--- src/rtl/seq_mult8_ctrl_if.sv ---
// Handshake and product-register bus for the sequential shift-add multiplier core.
interface seq_mult8_ctrl_if #(
  parameter int WIDTH = 8
);
  logic               start;
  logic [WIDTH-1:0]   dataa;
  logic [WIDTH-1:0]   datab;
  logic               busy;
  logic               done;
  logic [2*WIDTH-1:0] prod_data;
  logic               prod_clk_en;
  logic               prod_sclr;

  // Requester side: issues operands, observes status and product-register controls
  modport master (
    output start, dataa, datab,
    input  busy, done, prod_data, prod_clk_en, prod_sclr
  );

  // Multiplier core side
  modport slave (
    input  start, dataa, datab,
    output busy, done, prod_data, prod_clk_en, prod_sclr
  );
endinterface

--- src/rtl/seq_mult8_ctrl.sv ---
// Shift-add multiplier core: four half-width partial products, one per cycle,
// summed into a double-width accumulator; drives the downstream product
// register (clear at run start, load at run end).
// WIDTH must be even.
module seq_mult8_ctrl #(
  parameter int WIDTH = 8
) (
  input  logic             clk,
  input  logic             reset_a,
  seq_mult8_ctrl_if.slave  bus
);

  localparam int H  = WIDTH / 2;
  localparam int PW = 2 * WIDTH;

  typedef enum logic [2:0] {
    IDLE,
    S0,
    S1,
    S2,
    S3,
    DONE
  } state_t;

  state_t           state_q, state_d;
  logic [WIDTH-1:0] a_q, a_d;
  logic [WIDTH-1:0] b_q, b_d;
  logic [PW-1:0]    acc_q, acc_d;

  logic [H-1:0]     a_lo, a_hi, b_lo, b_hi;
  logic [PW-1:0]    pp_ll, pp_hl, pp_lh, pp_hh;

  // Nibble split and zero-extended partial products
  always_comb begin
    a_lo  = a_q[H-1:0];
    a_hi  = a_q[WIDTH-1:H];
    b_lo  = b_q[H-1:0];
    b_hi  = b_q[WIDTH-1:H];
    pp_ll = PW'(a_lo) * PW'(b_lo);
    pp_hl = PW'(a_hi) * PW'(b_lo);
    pp_lh = PW'(a_lo) * PW'(b_hi);
    pp_hh = PW'(a_hi) * PW'(b_hi);
  end

  // State, operand and accumulator registers
  always_ff @(posedge clk or negedge reset_a) begin
    if (!reset_a) begin
      state_q <= IDLE;
      a_q     <= '0;
      b_q     <= '0;
      acc_q   <= '0;
    end else begin
      state_q <= state_d;
      a_q     <= a_d;
      b_q     <= b_d;
      acc_q   <= acc_d;
    end
  end

  // Next-state sequencing and accumulation
  always_comb begin
    state_d = state_q;
    a_d     = a_q;
    b_d     = b_q;
    acc_d   = acc_q;
    unique case (state_q)
      IDLE: begin
        if (bus.start) begin
          a_d     = bus.dataa;
          b_d     = bus.datab;
          acc_d   = '0;
          state_d = S0;
        end
      end
      S0: begin
        acc_d   = acc_q + pp_ll;
        state_d = S1;
      end
      S1: begin
        acc_d   = acc_q + (pp_hl << H);
        state_d = S2;
      end
      S2: begin
        acc_d   = acc_q + (pp_lh << H);
        state_d = S3;
      end
      S3: begin
        acc_d   = acc_q + (pp_hh << WIDTH);
        state_d = DONE;
      end
      DONE: begin
        state_d = IDLE;
      end
      default: begin
        state_d = IDLE;
      end
    endcase
  end

  // Moore output decode; prod_data is the registered accumulator itself
  always_comb begin
    bus.busy        = (state_q != IDLE);
    bus.done        = (state_q == DONE);
    bus.prod_clk_en = (state_q == S0) || (state_q == DONE);
    bus.prod_sclr   = (state_q != S0);
    bus.prod_data   = acc_q;
  end

endmodule

--- src/flat_wrapper.sv ---
// flat-port wrapper written by rule: the top's interface ports become plain ports
module seq_mult8_ctrl_flat 
#(
  parameter int WIDTH = 8
)
  (clk, reset_a, bus_start, bus_dataa, bus_datab, bus_busy, bus_done, bus_prod_data, bus_prod_clk_en, bus_prod_sclr);
  seq_mult8_ctrl_if #(.WIDTH(WIDTH)) bus_i ();
  input  logic clk;
  input  logic reset_a;
  input wire logic [$bits(bus_i.start)-1:0] bus_start;
  input wire logic [$bits(bus_i.dataa)-1:0] bus_dataa;
  input wire logic [$bits(bus_i.datab)-1:0] bus_datab;
  output wire logic [$bits(bus_i.busy)-1:0] bus_busy;
  output wire logic [$bits(bus_i.done)-1:0] bus_done;
  output wire logic [$bits(bus_i.prod_data)-1:0] bus_prod_data;
  output wire logic [$bits(bus_i.prod_clk_en)-1:0] bus_prod_clk_en;
  output wire logic [$bits(bus_i.prod_sclr)-1:0] bus_prod_sclr;
  assign bus_i.start = bus_start;
  assign bus_i.dataa = bus_dataa;
  assign bus_i.datab = bus_datab;
  assign bus_busy = bus_i.busy;
  assign bus_done = bus_i.done;
  assign bus_prod_data = bus_i.prod_data;
  assign bus_prod_clk_en = bus_i.prod_clk_en;
  assign bus_prod_sclr = bus_i.prod_sclr;
  seq_mult8_ctrl #(.WIDTH(WIDTH)) u_core (.clk(clk), .reset_a(reset_a), .bus(bus_i));
endmodule
--- config.mk ---
export PLATFORM = sky130hd
export DESIGN_NAME = seq_mult8_ctrl_flat
export DESIGN_NICKNAME = d
export VERILOG_FILES = /design/src/rtl/seq_mult8_ctrl_if.sv /design/src/rtl/seq_mult8_ctrl.sv /design/src/flat_wrapper.sv
export SDC_FILE = /design/constraint.sdc
export NUM_CORES = 1
export LEC_CHECK = 0
export CAP_MARGIN = 20
export CELL_PAD_IN_SITES_DETAIL_PLACEMENT = 1
export CELL_PAD_IN_SITES_GLOBAL_PLACEMENT = 1
export CORE_ASPECT_RATIO = 2
export CORE_UTILIZATION = 41
export CTS_BUF_LIST = sky130_fd_sc_hd__clkbuf_4 sky130_fd_sc_hd__clkbuf_8 sky130_fd_sc_hd__clkbuf_16
export CTS_CLUSTER_DIAMETER = 60
export DETAILED_ROUTE_END_ITERATION = 10
export GPL_ROUTABILITY_DRIVEN = 0
export GPL_TIMING_DRIVEN = 0
export PLACE_DENSITY = 0.84
export SETUP_SLACK_MARGIN = 0.2
export SLEW_MARGIN = 30
export SYNTH_ARGS = -nofsm -noshare
export SYNTH_HDL_FRONTEND = slang
export SYNTH_SLANG_ARGS = --single-unit
--- constraint.sdc ---
create_clock -name clk -period 4.43 [get_ports clk]
set_clock_uncertainty 0.15 [all_clocks]
set_input_delay 0.6645 -clock clk [delete_from_list [all_inputs] [get_ports clk]]
set_output_delay 0.6645 -clock clk [all_outputs]
set_load 0.005 [all_outputs]
==> Word-level counts from Yosys, hierarchy flattened <==
Index checks and enable logic that the tools add are counted.
{ "classes": {"n_eq_ne": 7, "multipliers": 4, "addsub": 4, "n_mux": 4, "reduce_logical": 6} }
{ "op_table": {"columns": ["op", "count"], "rows": [
  ["16-bit one-hot mux with 5 select lines", 1],
  ["16-bit by 12-bit adder with 16-bit output", 2],
  ["4-bit by 4-bit multiplier with 8-bit output", 4],
  ["16-bit adder", 1],
  ["16-bit by 8-bit adder with 16-bit output", 1],
  ["16-bit two-way mux", 1],
  ["3-bit one-hot mux with 5 select lines", 1],
  ["3-bit by 2-bit == test with 1-bit output (second input constant)", 2],
  ["3-bit == test (second input constant)", 2],
  ["5-bit nonzero test", 1],
  ["2-bit AND reduction", 2],
  ["3-bit by 1-bit == test with 1-bit output (second input constant)", 1],
  ["3-bit zero test", 1],
  ["3-bit two-way mux", 1],
  ["3-bit by 1-bit inequality test with 1-bit output (second input constant)", 1],
  ["3-bit nonzero test", 1],
  ["2-bit inequality test (second input constant)", 1],
  ["1-bit logical OR", 1]
]} }
{ "word_totals": {"reg_bits": 35, "elab_cells": 29, "output_inout_bits": 20, "input_bits": 19} }

==> Longest topological paths before layout <==
Gate-level depths: netlist of run 1.
{ "depth": {"ltp_word": 3, "ltp_mapped": 19, "ltp_nobuf": 19} }

==> Least setup slack after synthesis of run 1 <==
No wires, ideal clock.
{ "synth_path": {"path_kind": "register to register", "from": "register u_core.b_q[3]", "to": "register u_core.acc_q[15] (netlist: u_core.bus.prod_data[15])", "n_path_buf": 0, "arrival_time_ns": 3.961, "path_stages_with_launch": 20, "required_time_ns": 4.147, "period_less_slack_ns": 4.244, "slack_ns": 0.186, "setup_time_ns": 0.133, "path_cell_list": "dfrtp_1 > nand2_1 > fa_1 > inv_1 > fa_1 > inv_1 > fa_1 > inv_1 > a21o_1 > a21oi_1 > xnor2_1 > nand2_1 > o21ai_0 > ha_1 > a21oi_1 > o21ai_0 > a221o_1 > a22o_1 > a31oi_1 > o211ai_1"} }
{ "synth_via": {"elab_chain_len": 3, "word_cells_on_any_way": 5, "cone_classes": "2 x add/sub; 2 x mul; 1 x mux"} }
{ "synth_lines": {"columns": ["item", "line", "rtl"], "rows": [
  ["start, declared", "seq_mult8_ctrl.sv:27", "logic [WIDTH-1:0] b_q, b_d;"],
  ["start signal, assigned", "seq_mult8_ctrl.sv:50", "b_q <= '0;"],
  ["start signal, assigned", "seq_mult8_ctrl.sv:55", "b_q <= b_d;"],
  ["4-bit by 4-bit multiplier with 8-bit output (on tied branches)", "seq_mult8_ctrl.sv:40, seq_mult8_ctrl.sv:39", null],
  ["16-bit by 12-bit adder with 16-bit output / 16-bit by 8-bit adder with 16-bit output (equally long branches)", "seq_mult8_ctrl.sv:80, seq_mult8_ctrl.sv:76", null],
  ["16-bit one-hot mux with 5 select lines (*)", "seq_mult8_ctrl.sv:66", "unique case (state_q)"],
  ["end signal, assigned", "seq_mult8_ctrl.sv:51", "acc_q <= '0;"],
  ["end signal, assigned", "seq_mult8_ctrl.sv:56", "acc_q <= acc_d;"],
  ["end, declared", "seq_mult8_ctrl.sv:28", "logic [PW-1:0] acc_q, acc_d;"]
]} }
Mark *: on every way between the ends. The rest lies on a longest branch, timed or not.
A chain may end at the register's enable or synchronous reset.

==> Worst setup path after layout of run 1 <==
Same ends and word-level chain as after synthesis.

==> run summary, run 1 <==
DIE WIDTH = 75.1 um
Vias in the first global route = 4391
Largest net degree at the start of global routing = 26
Synth area leaders = dfrtp_1 (20%), ha_1 (20%), fa_1 (10%)
First-pass GRT wire length = 21400 um
Total Routed Length = 13400 um
DR vias = 3859
CP arrival = 4.36 ns
Num CTS Buffers = 5
Antenna Cells = 0
Total Die Area = 11100 sq um
I/O pin cnt = 39
Iter 0 DRT Violations = 94
CP Launch Type = register
Setup crit start = u_core.b_q[3]
Slew headroom = 56.1%
Share of flip-flops with an asynchronous set or reset = 100%
Worst-skew pair later-pin latency = 0.29 ns
Htree depth = 2
# rows = 53
FF+latch count, synth = 35
Netlist Area Pre-Place = 4390 sq um
Initial antenna violation count = 0
Crit Reg-Reg Endpoint = u_core.bus.prod_data[15]
Path depth of the worst reg2reg path = 17
Outcome = completed
P&R area growth vs syn = 21.0%
Total Nets Final = 656
# clock sinks = 35
Die Ht = 148 um
Gr usage total = 25.8%
Mapped Cells = 483
Final WS setup = 0.0844 ns
Synth cell count leaders = ha_1 (70), inv_1 (54), and2_1 (45)
Hold Crit Class = in2async
Number of port buffers = 38
DRC = 0
Final hold slack = 0.109 ns
Share of layout cells above drive strength 1 = 14.9%
Period minus WS final = 4.35 ns
Clk pin slew, worst setup/hold paths = 0.06 ns
Drt wl/cell = 19.6 um
Grt total ovfl = 0
Final hold vios = 0
WP data required = 4.44 ns
Post-synth cell types = 53
DP Worst Slack = -0.331 ns
EDFF count, synth = 0
R2R Path Start = u_core.b_q[3]
Unrepaired setup endpoints after global routing = yes
CTS Root Cell = clkbuf_16
Worst slew pin tran = 0.655 ns
Detailed placer's ending HPWL = 10100 um
TritonRoute pass-1 iters = 5
Sequential share of the synthesized area = 20.0%
Peak Freq = 230 MHz
Main flop type after synthesis = dfrtp_1
Core ar. = 10500 sq um
Synth Warn # = 0
Critical path class = reg2reg
Cell Area, Placed = 4950 sq um
Detail-routed via count per cell = 5.66
Maximum fanout along the worst path = 8
Largest area contributor in the netlist = dfrtp_1
R2R Setup Slk = 0.08 ns
Setup crit end kind = register
Synth top area share = 20.0%
Fin crit share = 98.1%
Routed Antenna Nets = 0
# hold bufs at CTS = 0
Avg Cell Area, Syn = 9.08 sq um
Count leader, synth = ha_1
Clock Tree Buf Depth = 2
Max Slew Vio Count = 0
Maxcap violations = 0
Final instance area = 5310 sq um
CTS tree = done
Post-Syn Nets = 595
# setup viols final = 0
Starting Density = 41.9%
kinds of logic (layout without fill, tap and decap cells):
kind of cell	Yosys count	after routing	synth area share [%]
flops	35	35	20.0
mux	20	20	5.08
fa+ha+maj	93	93	30.5
compound gates	106	106	16.7
simple gates	135	135	15.9
buf+inv	64	126	5.85
xor+xnor	30	30	5.99
worst max-delay path, stage by stage, from the launching register on:
cell and delay, ns:
dfrtp_2 0.41, buf_4 0.17, and2_1 0.19, fa_1 0.49, ha_1 0.32, ha_1 0.36, a21o_1 0.18, a21oi_1 0.17
xnor2_1 0.16, nand2_1 0.09, o21ai_2 0.12, ha_4 0.24, buf_4 0.15, and4_1 0.20, a221o_1 0.36, a22o_1 0.21
a31oi_1 0.15, o211ai_1 0.11
worst max path at each step:
stage                                    end  slack [ns]  cells past startpoint
floorplan           u_core.bus.prod_data[15]        0.23                     18
global placement    u_core.bus.prod_data[15]       -0.12                     18
detailed placement  u_core.bus.prod_data[15]       -0.33                     18
CTS                 u_core.bus.prod_data[15]        0.13                     17
global route        u_core.bus.prod_data[15]       -0.02                     17
finish              u_core.bus.prod_data[15]        0.08                     17
what timing repair did:
action	in CTS	in global routing
setup buffers	14	1
pin swaps	15	13
hold endpoints to repair	0	0
gates resized for setup	23	10
setup endpoints to repair	6	6
final cells by class:
| cell class | instances | area [sq um] |
|---|---|---|
| tap | 137 | 171 |
| fill | 1275 | 5170 |
| multi-input combinational | 384 | 3330 |
| clock buffer | 6 | 133 |
| buffer | 10 | 53.8 |
| sequential | 35 | 891 |
| inverter | 54 | 203 |
| timing repair buffer | 54 | 512 |
| clock inverter | 2 | 12.5 |
cell usage in the layout, fill, tap and decap left out, types with 4 or more instances in the layout:
cell	instances
ha_1	68
mux2_2	18
a21o_1	11
o211ai_1	4
a21oi_2	4
xor2_1	10
clkdlybuf4s50_1	37
a211oi_1	7
buf_4	15
nor2b_1	7
fa_1	21
and2_1	45
nand2_1	38
inv_1	53
nor3_1	7
nor2_1	19
o21bai_1	4
xnor2_1	20
clkbuf_16	5
dfrtp_1	23
nand3_1	5
o21a_1	8
a21oi_1	18
o21ai_0	16
dfrtp_2	12
buf_2	5
sequential cells by signal (all words and copies together), names as in the netlist:
| register | cells |
|---|---|
| u_core.bus.prod_data | 16 |
| u_core.state_q | 3 |
| u_core.b_q | 8 |
| u_core.a_q | 8 |
metrics by stage:
| stage | utilization, % | setup TNS, ns | instances |
|---|---|---|---|
| 4_1_cts | 50.2 | 0 | 681 |
| 2_1_floorplan | - | 0 | 483 |
| 5_1_grt | 50.6 | -0.0247 | 682 |
| 6_report | 50.6 | 0 | 682 |
| 3_5_place_dp | 47.3 | -0.879 | 659 |
| 3_3_place_gp | 47.1 | -0.185 | 658 |
routing by layer:
metal	vias up	global-route usage (%)	routed length, um
met4	0	16.0	870
met3	57	3.32	368
met2	105	49.5	7700
li1	1795	-	-
met1	1902	24.3	4420
met5	-	0	0
Power of run 1 is left out: the tool's default activity adds up to more than one toggle a clock period on the data nets, which glitch-free logic cannot reach.
==> run 2, diff against run 1 <==
Settings changed: TNS_END_PERCENT set to 20.
==> run 2 against run 1 <==
Against the previous run: die area unchanged; first-iteration DRC count up 32%; critical endpoint unchanged; wire length down 1.1%; design area down 0.52%.
==> run summary, run 2 (synthesis gave the netlist of run 1 again) <==
Outcome = completed
Initial antenna violation count = 0
Largest net degree at the start of global routing = 26
Grt total ovfl = 0
Critical path class = reg2reg
Worst-skew pair later-pin latency = 0.29 ns
Max reg flops = 16
Critical path's largest stage delay = 0.50 ns
CP Launch Type = register
Maximum fanout along the worst path = 8
Htree depth = 2
Routed Antenna Nets = 0
Num CTS Buffers = 5
DR vias = 3828
Total Routed Length = 13200 um
WP data required = 4.44 ns
Antenna Cells = 0
Fin crit share = 97.5%
First-pass GRT wire length = 21400 um
Total Die Area = 11100 sq um
CP arrival = 4.33 ns
I/O pin cnt = 39
# setup viols final = 0
Crit-path cells = buf_4 > and2_1 > fa_1 > ha_1 > ha_1 > a21o_1 > a21oi_1 > xnor2_1 > nand2_1 > o21ai_2 > ha_4 > buf_4 > and4_1 > a221o_1 > a22o_1 > a31oi_1 > o211ai_1
# clock sinks = 35
Period minus WS final = 4.32 ns
Commonest non-fill, non-tap cells in the layout = ha_1 (69), inv_1 (53), and2_1 (45)
Final hold vios = 0
P&R area growth vs syn = 20.3%
CTS Root Cell = clkbuf_16
Die Ht = 148 um
Share of layout cells above drive strength 1 = 14.2%
Number of port buffers = 38
Setup crit end kind = register
Vias in the first global route = 4391
Slew headroom = 53.5%
Worst path slowest cell = fa_1
Cell Area, Placed = 4950 sq um
Detailed placer's ending HPWL = 10100 um
# fillers = 1271
# rows = 53
WP buf/inv = 2
Final WS setup = 0.112 ns
Hold Crit Class = in2async
Clk pin slew, worst setup/hold paths = 0.06 ns
Gr usage total = 25.8%
TritonRoute pass-1 iters = 5
Maxcap violations = 0
Commonest non-fill, non-tap cell in the layout = ha_1
DP Worst Slack = -0.331 ns
Iter 0 DRT Violations = 124
CTS tree = done
Core ar. = 10500 sq um
Unrepaired setup endpoints after global routing = yes
Peak Freq = 232 MHz
Top delay family on crit path = adder cells
Total Nets Final = 655
Final instance area = 5280 sq um
Storage cell area = 891 sq um
Clock Tree Buf Depth = 2
Max Slew Vio Count = 0
Starting Density = 41.9%
Detail-routed via count per cell = 5.62
DRC = 0
Area taken by multi-input logic gates = 3310 sq um
DIE WIDTH = 75.1 um
Worst slew pin tran = 0.693 ns
Drt wl/cell = 19.4 um
-- run 2: cell types whose count changed in the layout (fill, tap and decap cells not counted) --
cell     delta
ha_1        +1
o21ai_1     -1
o21ai_2     -1
o21ai_0     +2
o31ai_4     -1
ha_2        -1
o31ai_1     +1
buf_4       -1
-- run 2: timing repair --
item / in CTS / in global routing
gates resized for setup: 22 / 5
hold endpoints to repair: 0 / 0
endpoints found under the setup margin: 6 / 6
hold buffers: 0 / 0
buffers inserted: 14 / 0
pin swaps: 15 / 10
-- run 2: layer usage --
layer  routed length [um]  vias up  global-route usage [%]
met2                 7710       98                    49.5
li1                     -     1790                       -
met4                  783        0                    16.0
met1                 4380     1890                    24.3
met5                    0        -                       0
met3                  343       50                    3.32
-- run 2: final timing paths --
kind                                          from  slack (ns)                  endpoint  depth (start not counted)
max                                  u_core.b_q[3]        0.11  u_core.bus.prod_data[15]                         17
max in group asynchronous                  reset_a        3.55             u_core.b_q[6]                          2
min                                        reset_a        0.11         u_core.state_q[0]                          1
max reg2reg                          u_core.b_q[3]        0.11  u_core.bus.prod_data[15]                         17
min in group clk           u_core.bus.prod_data[1]        0.39   u_core.bus.prod_data[1]                          1
min reg2reg                u_core.bus.prod_data[1]        0.39   u_core.bus.prod_data[1]                          1
-- run 2: through the flow --
step	util, %	hold WS, ns	cells	setup TNS, ns
after global placement	47.1	0.371	658	-0.185
after CTS	50.1	0.116	681	0
after detailed placement	47.3	0.376	659	-0.879
final	50.4	0.111	681	0
after global routing	50.4	0.119	681	-0.00321
after floorplan	-	0.219	483	0
-- run 2: final cells by class --
type | count | area share [%]
Multi-Input combinational cell | 384 | 62.7
Sequential cell | 35 | 16.9
Timing Repair Buffer | 53 | 9.55
Inverter | 54 | 3.84
Tap cell | 137 | 3.25
Clock buffer | 6 | 2.51
Buffer | 10 | 1.02
Clock inverter | 2 | 0.237
-- run 2: worst register-to-register path: cells and delay by family, from the launching register on --
family,cells,cell delay [ns]
AOI/OAI and AO/OA,7,1.30
xor gates and xnor gates,1,0.16
adders and majority gates,4,1.42
buffers and inverters,2,0.31
DFF,1,0.41
and+or+nand+nor,3,0.47
Power of run 2 is left out for the same reason.
==> run 3, diff against run 2 <==
Settings changed: CORE_ASPECT_RATIO 2 to unset, CORE_MARGIN set to 1.
==> run 3 against run 2 <==
Against the previous run: sequential share of layout area is essentially flat; maximum frequency down 1.0%; global-route usage fell by 1.0 points; first-iteration DRC count down 4.0%; cell count unchanged; die area down 0.23%; via count grew 0.99%; core utilization rose by 0.53 points; wire length shrank 0.61%; count of clock-buffer cells in the layout is the same; worst setup slack worse by 0.045 ns; worst hold slack got worse by 0.021 ns; critical path type unchanged; highest routed layer unchanged.
==> run summary, run 3 (synthesis gave the netlist of run 1 again) <==
Hold Crit Class = in2async
Detail-routed via count per cell = 5.68
Critical path class = reg2reg
DIE WIDTH = 105 um
Outcome = completed
CTS Root Cell = clkbuf_8
Htree depth = 2
Final WS setup = 0.0672 ns
I/O pin cnt = 39
Max reg flops = 16
Clk pin slew, worst setup/hold paths = 0.10 ns
Period minus WS final = 4.36 ns
CTS tree = done
Starting Density = 42.3%
Share of layout cells above drive strength 1 = 14.7%
Crit-path cells = nand2_2 > fa_1 > inv_1 > fa_1 > ha_1 > a21o_1 > a21oi_2 > buf_4 > xnor2_1 > nor2_1 > a21oi_2 > ha_2 > o211a_1 > o31ai_1 > a32oi_4 > nor4b_2 > a211oi_1 > o211ai_1
Slew headroom = 49.5%
Setup crit end kind = register
Routed Antenna Nets = 0
Final core utilization = 50.9%
Vias in the first global route = 4346
Peak Freq = 229 MHz
Critical path's largest stage delay = 0.52 ns
P&R area growth vs syn = 20.4%
Die Ht = 105 um
CP Launch Type = register
Antenna Cells = 0
# fillers = 1211
DRC = 0
Maxcap violations = 0
Drt wl/cell = 19.3 um
Clock Tree Buf Depth = 2
First-pass GRT wire length = 21500 um
Grt total ovfl = 0
Commonest non-fill, non-tap cell in the layout = ha_1
Final hold vios = 0
CP arrival = 4.39 ns
Total Routed Length = 13100 um
Number of port buffers = 38
Total Die Area = 11100 sq um
Worst slew pin tran = 0.752 ns
Initial antenna violation count = 0
Detailed placer's ending HPWL = 9570 um
# clock sinks = 35
# rows = 37
Largest net degree at the start of global routing = 25
Worst-skew pair later-pin latency = 0.31 ns
TritonRoute pass-1 iters = 4
Num CTS Buffers = 5
Iter 0 DRT Violations = 119
# setup viols final = 0
WP data required = 4.46 ns
Worst path slowest cell = fa_1
Core ar. = 10400 sq um
Gr usage total = 24.8%
Total Nets Final = 656
DR vias = 3866
Maximum fanout along the worst path = 6
DP Worst Slack = -0.364 ns
# hold bufs at CTS = 0
Fin crit share = 98.5%
Setup TNS = 0 ns
Commonest non-fill, non-tap cells in the layout = ha_1 (68), inv_1 (54), and2_1 (45)
Max Slew Vio Count = 0
Unrepaired setup endpoints after global routing = yes
==> run 3: through the flow <==
| stage | cells | hold WS [ns] | cell area (sq um) |
|---|---|---|---|
| 2_1_floorplan | 483 | 0.219 | 4390 |
| 3_3_place_gp | 657 | 0.348 | 4940 |
| 3_5_place_dp | 658 | 0.378 | 4950 |
| 4_1_cts | 681 | 0.0916 | 5240 |
| 5_1_grt | 681 | 0.116 | 5280 |
| 6_report | 681 | 0.0908 | 5280 |
==> run 3: per-layer routing <==
metal  track usage (%)  wire (um)
met1              28.0       5390
met4              8.85        279
met2              47.9       7130
met3              2.35        335
met5                 0          0
==> run 3: worst paths after layout <==
path,start,to,slack [ns],cells past startpoint
min reg2reg,u_core.bus.prod_data[0],u_core.bus.prod_data[0],0.40,1
min,reset_a,u_core.bus.prod_data[6],0.09,1
min in group clk,u_core.bus.prod_data[0],u_core.bus.prod_data[0],0.40,1
max,u_core.a_q[0],u_core.bus.prod_data[14],0.07,18
max in group asynchronous,reset_a,u_core.a_q[6],3.57,2
max reg2reg,u_core.a_q[0],u_core.bus.prod_data[14],0.07,18
==> run 3: area by class of cell <==
cell class | instances | area (sq um) | share of cell area, %
clock buffers | 6 | 82.6 | 1.56
flip-flops and latches | 35 | 891 | 16.9
repair buffers | 54 | 508 | 9.62
well taps | 136 | 170 | 3.22
clock inverters | 2 | 38.8 | 0.735
plain buffers | 10 | 53.8 | 1.02
inverters | 54 | 203 | 3.84
multi-input cells | 384 | 3330 | 63.1
==> run 3: critical path, delay by kind of cell (launching register included) <==
kind / cells / cell delay (ns)
flops: 1 / 0.40
xor+xnor: 1 / 0.10
fa+ha+maj: 4 / 1.64
compound gates: 8 / 1.39
buf+inv: 2 / 0.17
simple gates: 3 / 0.36
==> run 3: repair_timing <==
| item | 4_1_cts | 5_1_grt |
|---|---|---|
| endpoints found under the setup margin | 6 | 6 |
| pin swaps | 15 | 5 |
| buffers inserted | 15 | 0 |
| gates resized for setup | 22 | 8 |
Power of run 3 is left out for the same reason.
